`src/rtl/lut_neuron_array_pipe.sv`:
```
// lut_neuron_array_pipe
// ---------------------------------------------------------------------------
// Array of N_NEURONS independent LUT neurons. Each neuron owns a truth table
// of 2^IN_BITS entries x OUT_BITS, held in distributed RAM and loadable at
// runtime through the cfg_* write port. Lookups for all neurons run in
// lock-step on a 2-stage pipeline (s1: registered addresses, s2: registered
// table outputs).
//
// After reset the block sits in CLEAR for exactly 2^IN_BITS cycles, writing
// zero to one entry of every table per cycle, then moves to RUN for good.
//
// Handshake semantics (both ports): a transfer happens on a rising clk edge
// where valid and ready are both high. A producer holding valid high keeps
// its data stable until the transfer. in_ready never depends on in_valid;
// out_valid/out_data never depend on out_ready.
//
// Ports:
//   clk, rst_n            clock (rising edge), async active-low reset
//   in_valid/in_ready     input vector handshake
//   in_data               neuron k address = in_data[k*IN_BITS +: IN_BITS]
//   out_valid/out_ready   result handshake
//   out_data              neuron k result = out_data[k*OUT_BITS +: OUT_BITS]
//   cfg_we                table write strobe (taken when cfg_ready)
//   cfg_neuron/addr/data  write target neuron, entry, value
//   cfg_ready             high in RUN: writes accepted
//   busy                  high while the tables are being cleared
// ---------------------------------------------------------------------------
module lut_neuron_array_pipe #(
  parameter int IN_BITS    = 8,
  parameter int OUT_BITS   = 1,
  parameter int N_NEURONS  = 4,
  parameter int NEUR_IDX_W = (N_NEURONS > 1) ? $clog2(N_NEURONS) : 1
) (
  input  logic                          clk,
  input  logic                          rst_n,
  input  logic                          in_valid,
  output logic                          in_ready,
  input  logic [N_NEURONS*IN_BITS-1:0]  in_data,
  output logic                          out_valid,
  input  logic                          out_ready,
  output logic [N_NEURONS*OUT_BITS-1:0] out_data,
  input  logic                          cfg_we,
  input  logic [NEUR_IDX_W-1:0]         cfg_neuron,
  input  logic [IN_BITS-1:0]            cfg_addr,
  input  logic [OUT_BITS-1:0]           cfg_data,
  output logic                          cfg_ready,
  output logic                          busy
);

  localparam int DEPTH = 1 << IN_BITS;

  typedef enum logic {
    ST_CLEAR = 1'b0,
    ST_RUN   = 1'b1
  } state_e;

  state_e               state_q, state_d;
  logic [IN_BITS-1:0]   clr_cnt_q, clr_cnt_d;
  logic                 run;

  // ---------------------------------------------------------------------
  // FSM: state register
  // ---------------------------------------------------------------------
  always_ff @(posedge clk or negedge rst_n) begin
    if (!rst_n) begin
      state_q   <= ST_CLEAR;
      clr_cnt_q <= '0;
    end else begin
      state_q   <= state_d;
      clr_cnt_q <= clr_cnt_d;
    end
  end

  // ---------------------------------------------------------------------
  // FSM: next state. CLEAR leaves on the cycle that writes the last entry,
  // so it spans exactly DEPTH cycles. RUN is only left through reset.
  // ---------------------------------------------------------------------
  always_comb begin
    state_d   = state_q;
    clr_cnt_d = clr_cnt_q;
    case (state_q)
      ST_CLEAR: begin
        clr_cnt_d = clr_cnt_q + 1'b1;
        if (&clr_cnt_q) begin
          state_d = ST_RUN;
        end
      end
      default: begin
        state_d = ST_RUN;
      end
    endcase
  end

  // ---------------------------------------------------------------------
  // FSM: outputs
  // ---------------------------------------------------------------------
  always_comb begin
    busy      = 1'b1;
    cfg_ready = 1'b0;
    run       = 1'b0;
    case (state_q)
      ST_RUN: begin
        busy      = 1'b0;
        cfg_ready = 1'b1;
        run       = 1'b1;
      end
      default: begin
        busy      = 1'b1;
        cfg_ready = 1'b0;
        run       = 1'b0;
      end
    endcase
  end

  // ---------------------------------------------------------------------
  // Table write port. The clear sweep and config writes share one port;
  // config writes are simply not steered anywhere while clearing, and an
  // out-of-range cfg_neuron matches no select bit.
  // ---------------------------------------------------------------------
  logic                 mem_we;
  logic [N_NEURONS-1:0] mem_sel;
  logic [IN_BITS-1:0]   mem_addr;
  logic [OUT_BITS-1:0]  mem_wdata;

  always_comb begin
    mem_we    = 1'b0;
    mem_sel   = '0;
    mem_addr  = cfg_addr;
    mem_wdata = cfg_data;
    if (!run) begin
      mem_we    = 1'b1;
      mem_sel   = '1;
      mem_addr  = clr_cnt_q;
      mem_wdata = '0;
    end else if (cfg_we) begin
      mem_we = 1'b1;
      for (int k = 0; k < N_NEURONS; k++) begin
        mem_sel[k] = (32'(cfg_neuron) == k);
      end
    end
  end

  // Table storage: no reset, contents come from the clear sweep.
  logic [OUT_BITS-1:0] mem_q [N_NEURONS][DEPTH];

  always_ff @(posedge clk) begin
    for (int k = 0; k < N_NEURONS; k++) begin
      if (mem_we && mem_sel[k]) begin
        mem_q[k][mem_addr] <= mem_wdata;
      end
    end
  end

  // ---------------------------------------------------------------------
  // Lookup pipeline. Both stages move together whenever s2 is empty or
  // being drained. The table read happens at the same edge as any write,
  // so a same-edge write to the entry being looked up is not yet visible.
  // ---------------------------------------------------------------------
  logic                          s1_valid_q;
  logic [N_NEURONS*IN_BITS-1:0]  s1_addr_q;
  logic                          s2_valid_q;
  logic [N_NEURONS*OUT_BITS-1:0] out_data_q;
  logic                          adv;

  assign adv      = !s2_valid_q || out_ready;
  assign in_ready = run && adv;

  always_ff @(posedge clk or negedge rst_n) begin
    if (!rst_n) begin
      s1_valid_q <= 1'b0;
      s1_addr_q  <= '0;
      s2_valid_q <= 1'b0;
      out_data_q <= '0;
    end else if (adv) begin
      s1_valid_q <= in_valid && in_ready;
      s1_addr_q  <= in_data;
      s2_valid_q <= s1_valid_q;
      if (s1_valid_q) begin
        for (int k = 0; k < N_NEURONS; k++) begin
          out_data_q[k*OUT_BITS +: OUT_BITS] <= mem_q[k][s1_addr_q[k*IN_BITS +: IN_BITS]];
        end
      end
    end
  end

  assign out_valid = s2_valid_q;
  assign out_data  = out_data_q;

endmodule

```
`config.mk`:
```
export PLATFORM = sky130hd
export DESIGN_NAME = lut_neuron_array_pipe
export DESIGN_NICKNAME = d
export VERILOG_FILES = /design/src/rtl/lut_neuron_array_pipe.sv
export SDC_FILE = /design/constraint.sdc
export NUM_CORES = 2
export LEC_CHECK = 0
export BUFFER_PORTS_ARGS = -buffer_cell sky130_fd_sc_hd__buf_2
export CAP_MARGIN = 30
export CORE_MARGIN = 5
export CORE_UTILIZATION = 30
export DETAILED_ROUTE_END_ITERATION = 10
export GPL_TIMING_DRIVEN = 0
export PLACE_DENSITY = 0.44
export SYNTH_ARGS = -nofsm -noshare
export SYNTH_HDL_FRONTEND = slang
export SYNTH_SLANG_ARGS = --single-unit
```
`constraint.sdc`:
```
create_clock -name clk -period 15.4 [get_ports clk]
set_input_delay 0.77 -clock clk [delete_from_list [all_inputs] [get_ports clk]]
set_output_delay 0.77 -clock clk [all_outputs]
set_load 0.05 [all_outputs]
```
==> results_dict.tcl <==
set metrics [dict create \
    critPathMaxStageDelay_ns 0.66 \
    cp_cell_sequence "buf_2, buf_2, buf_1, and2_4, buf_16, buf_16, buf_16, buf_16" \
    dp_hpwl_um 102000 \
    rsz0062_at_grt "no" \
    clockBufferDepth 3 \
    dpl.cell_count 5454 \
    ctsResizeCount 0 \
    grt_max_degree 101 \
    syn_to_final_growth_pct 15.6 \
    min_period_ns 4.14 \
    timing.rr.start "state_q" \
    crit_top_cell "buf_16" \
    cts.clk_slew.worst_paths_ns 0.06 \
    wl_um 152000 \
    drt-initial-drc-count 2828 \
    r2r_slack_ns 11.26 \
    p_seq_share_pct 50.4 \
    grt-ovfl-total 0 \
    synth_cells 3318 \
    hold_path.startpoint "in_data[29]" \
    gp_congestion 0.818 \
    max_cap_viol_count 0 \
    maxSlewViolCount 0 \
    cp_max_fo 97 \
    hold_viol_final 0 \
    yosysUniqueCellTypes 69 \
    crit_slowest_cell "dfrtp_1" \
    synth_area_per_cell_um2 14.1 \
    synth-edff-count 1024 \
    row_count 145 \
    worstMarginPinSlew_ns 1.04 \
    min_period_over_period_pct 26.9 \
    root_buffer "clkbuf_16" \
    cts_sinks 1071 \
    worstHoldPathCells 2 \
    critPathKind "register to register" \
    cp-end-kind "register" \
    io_pins 56 \
    drive_gt1_share_pct 16.3 \
    grt_busiest_layer "met2" \
    grt_pass1_vias 29206 \
    critPathBufInv 7 \
    cp_top_family "buffers and inverters" \
    drc 0 \
    fillers 15344 \
    power_density_mw_per_mm2 115 \
    setup_slack_ns 11.26 \
    required_ns 15.91 \
    die_area_mm2 0.164 \
    antenna_found_initial 7 \
    die_w_um 405 \
    async_flop_share_pct 4.39 \
    postRouteAntennaNets 0 \
    port_buffers 54 \
    wl_per_cell_um 26.7 \
    grtUsageTotal_pct 18.2 \
    whs_endpoint "s1_addr_q[29]" \
    layout.nets 3568 \
    fin_cells 5682 \
    grt_use_met3_pct 2.55 \
    ys_warn_count 0 \
    ys_seq_area_share_pct 68.1 \
    slew_headroom_pct 30.3 \
    viasPerCell 5.11 \
    power.internal_w 0.00489 \
    ys_ff_latch 1071 \
    cts_tree "done" \
    switching_share_pct 21.8 \
    min_path_type "input pin to register" \
    p_leak_nw 15.5 \
    die_h_um 405 \
    startpoint_type "register" \
    core_area_mm2 0.156 \
    pre_cts_slack_ns 11.33 \
    final_core_util_pct 34.8 \
    clockPowerShare_pct 45.9 \
    fmax_mhz 242 \
    netSwitchingPower_w 0.00136 \
    gr-usage-met2_pct 29.6 \
    vias 29010 \
    initial_core_util_pct 30.1 \
    cts_max_level 3 \
    clk_latency_ns 0.74 \
    ys.flop_type "edfxtp_1" \
    r2r_cells 8 \
    firstDrtPassIters 5 \
    synth_area_mm2 0.0469 \
    combPwrFrac_pct 3.7 \
    status "finished clean" \
    ir_drop_mv 0.0954 \
    r2r-end "mem_q[0][159]" \
    cts-buffers-inserted 120 \
    finClkSkew_ns 0.0227 \
    cp_data_arrival_time_ns 4.65 \
    grt_pass1_wl_um 216000 \
    syn-num-nets 3367 \
    tns_ns 0 \
    grt_use_met1_pct 25.7 \
    setup_viol 0 \
]
stage by stage:
stage / instance area (um2) / hold WS, ns / power (W)
after global placement: 49700 / 0.528 / 0.00344
after detailed placement: 50300 / 0.532 / 0.00344
after global routing: 54200 / 0.225 / 0.00643
after CTS: 54200 / 0.194 / 0.00630
final: 54200 / 0.256 / 0.00625
after floorplan: 46900 / 0.474 / 0.00335
per-layer routing:
| layer | wire, um | vias up |
|---|---|---|
| met5 | 26 | - |
| met4 | 4480 | 4 |
| met3 | 7480 | 215 |
| met2 | 71500 | 850 |
| met1 | 68400 | 15293 |
| li1 | - | 12648 |
repair_timing:
item,CTS,global route
setup buffers,0,0
endpoints found under the hold margin,17,0
hold buffers,1,0
cells in the mapped netlist (10+ instances only):
| library cell | instances | area share, % |
|---|---|---|
| a21oi_1 | 15 | 0.16 |
| nand3_1 | 31 | 0.33 |
| buf_1 | 12 | 0.096 |
| o22ai_1 | 19 | 0.25 |
| mux4_1 | 12 | 0.67 |
| nor3_1 | 20 | 0.21 |
| a22oi_1 | 23 | 0.37 |
| buf_2 | 35 | 0.37 |
| and2_1 | 10 | 0.13 |
| mux2_2 | 53 | 1.3 |
| mux2i_1 | 93 | 2.0 |
| nor2_1 | 1062 | 8.5 |
| mux4_2 | 208 | 10 |
| nor2b_1 | 29 | 0.39 |
| clkbuf_1 | 195 | 1.6 |
| inv_1 | 22 | 0.18 |
| dfrtp_1 | 47 | 2.5 |
| o32ai_1 | 12 | 0.22 |
| nand2_1 | 174 | 1.4 |
| nand2b_1 | 19 | 0.25 |
| buf_4 | 26 | 0.42 |
| edfxtp_1 | 1024 | 66 |
| o21ai_0 | 19 | 0.20 |
placed cells by master, fill, tap and decap left out, types with 9 or more instances in the layout:
cell type	n
a21oi_1	15
a22oi_1	23
and2_1	9
buf_1	11
buf_16	18
buf_2	89
buf_4	27
bufinv_16	11
clkbuf_1	220
clkbuf_16	121
clkinv_1	30
clkinv_2	22
dfrtp_1	47
edfxtp_1	1024
inv_1	22
mux2_2	53
mux2i_1	93
mux4_1	12
mux4_2	208
nand2_1	172
nand2b_1	19
nand3_1	31
nor2_1	1062
nor2b_1	29
nor3_1	20
o21ai_0	19
o22ai_1	19
o32ai_1	12
state kept, by name, indices dropped and copies added, names as in the netlist:
signal / flops
mem_q: 1024
s1_valid_q: 1
clr_cnt_q: 8
out_data: 4
state_q: 1
s1_addr_q: 32
out_valid: 1
power by group through the flow:
stage	logic, W	clock network (W)	registers, W
after floorplan	0.000139	0	0.00321
after global placement	0.000229	0	0.00321
after detailed placement	0.000231	0	0.00321
after CTS	0.000231	0.00292	0.00315
after global routing	0.000241	0.00304	0.00315
final	0.000228	0.00287	0.00315
worst max path at each step:
stage / depth (start not counted) / to / startpoint / slack [ns]
finish: 8 / mem_q[0][159] / state_q / 11.26
global route: 8 / mem_q[0][159] / state_q / 11.05
CTS: 6 / in_ready / out_valid / 11.17
detailed placement: 8 / mem_q[0][199] / state_q / 11.33
global placement: 4 / mem_q[0][214] / state_q / -1.48
floorplan: 4 / mem_q[0][0] / state_q / 5.57
layout make-up:
type / count / area, um2 / area share [%]
well taps: 2058 / 2570 / 4.75
diodes: 1 / 2.50 / 0.00462
plain buffers: 275 / 1240 / 2.29
multi-input cells: 1950 / 13600 / 25.1
flip-flops and latches: 1071 / 31900 / 58.9
clock inverters: 71 / 652 / 1.20
inverters: 22 / 82.6 / 0.152
clock buffers: 155 / 3220 / 5.94
repair buffers: 79 / 865 / 1.60
worst register-to-register path: stages (launching register included):
cell and delay, ns:
dfrtp_1 0.66, buf_2 0.33, buf_2 0.29, buf_1 0.58
and2_4 0.51, buf_16 0.33, buf_16 0.37, buf_16 0.42
buf_16 0.37
cells by family after synthesis:
kind of cell	after synthesis	share of synthesized area (%)
buffers and inverters	297	2.81
flip-flops	1071	68.1
adder cells (fa/ha/maj)	1	0.0267
AND/OR/NAND/NOR	1381	11.8
XOR/XNOR	7	0.131
AO/OA/AOI/OAI	195	3.16
multiplexers	366	13.9
No activity file was read; power rests on OpenSTA's default activity.
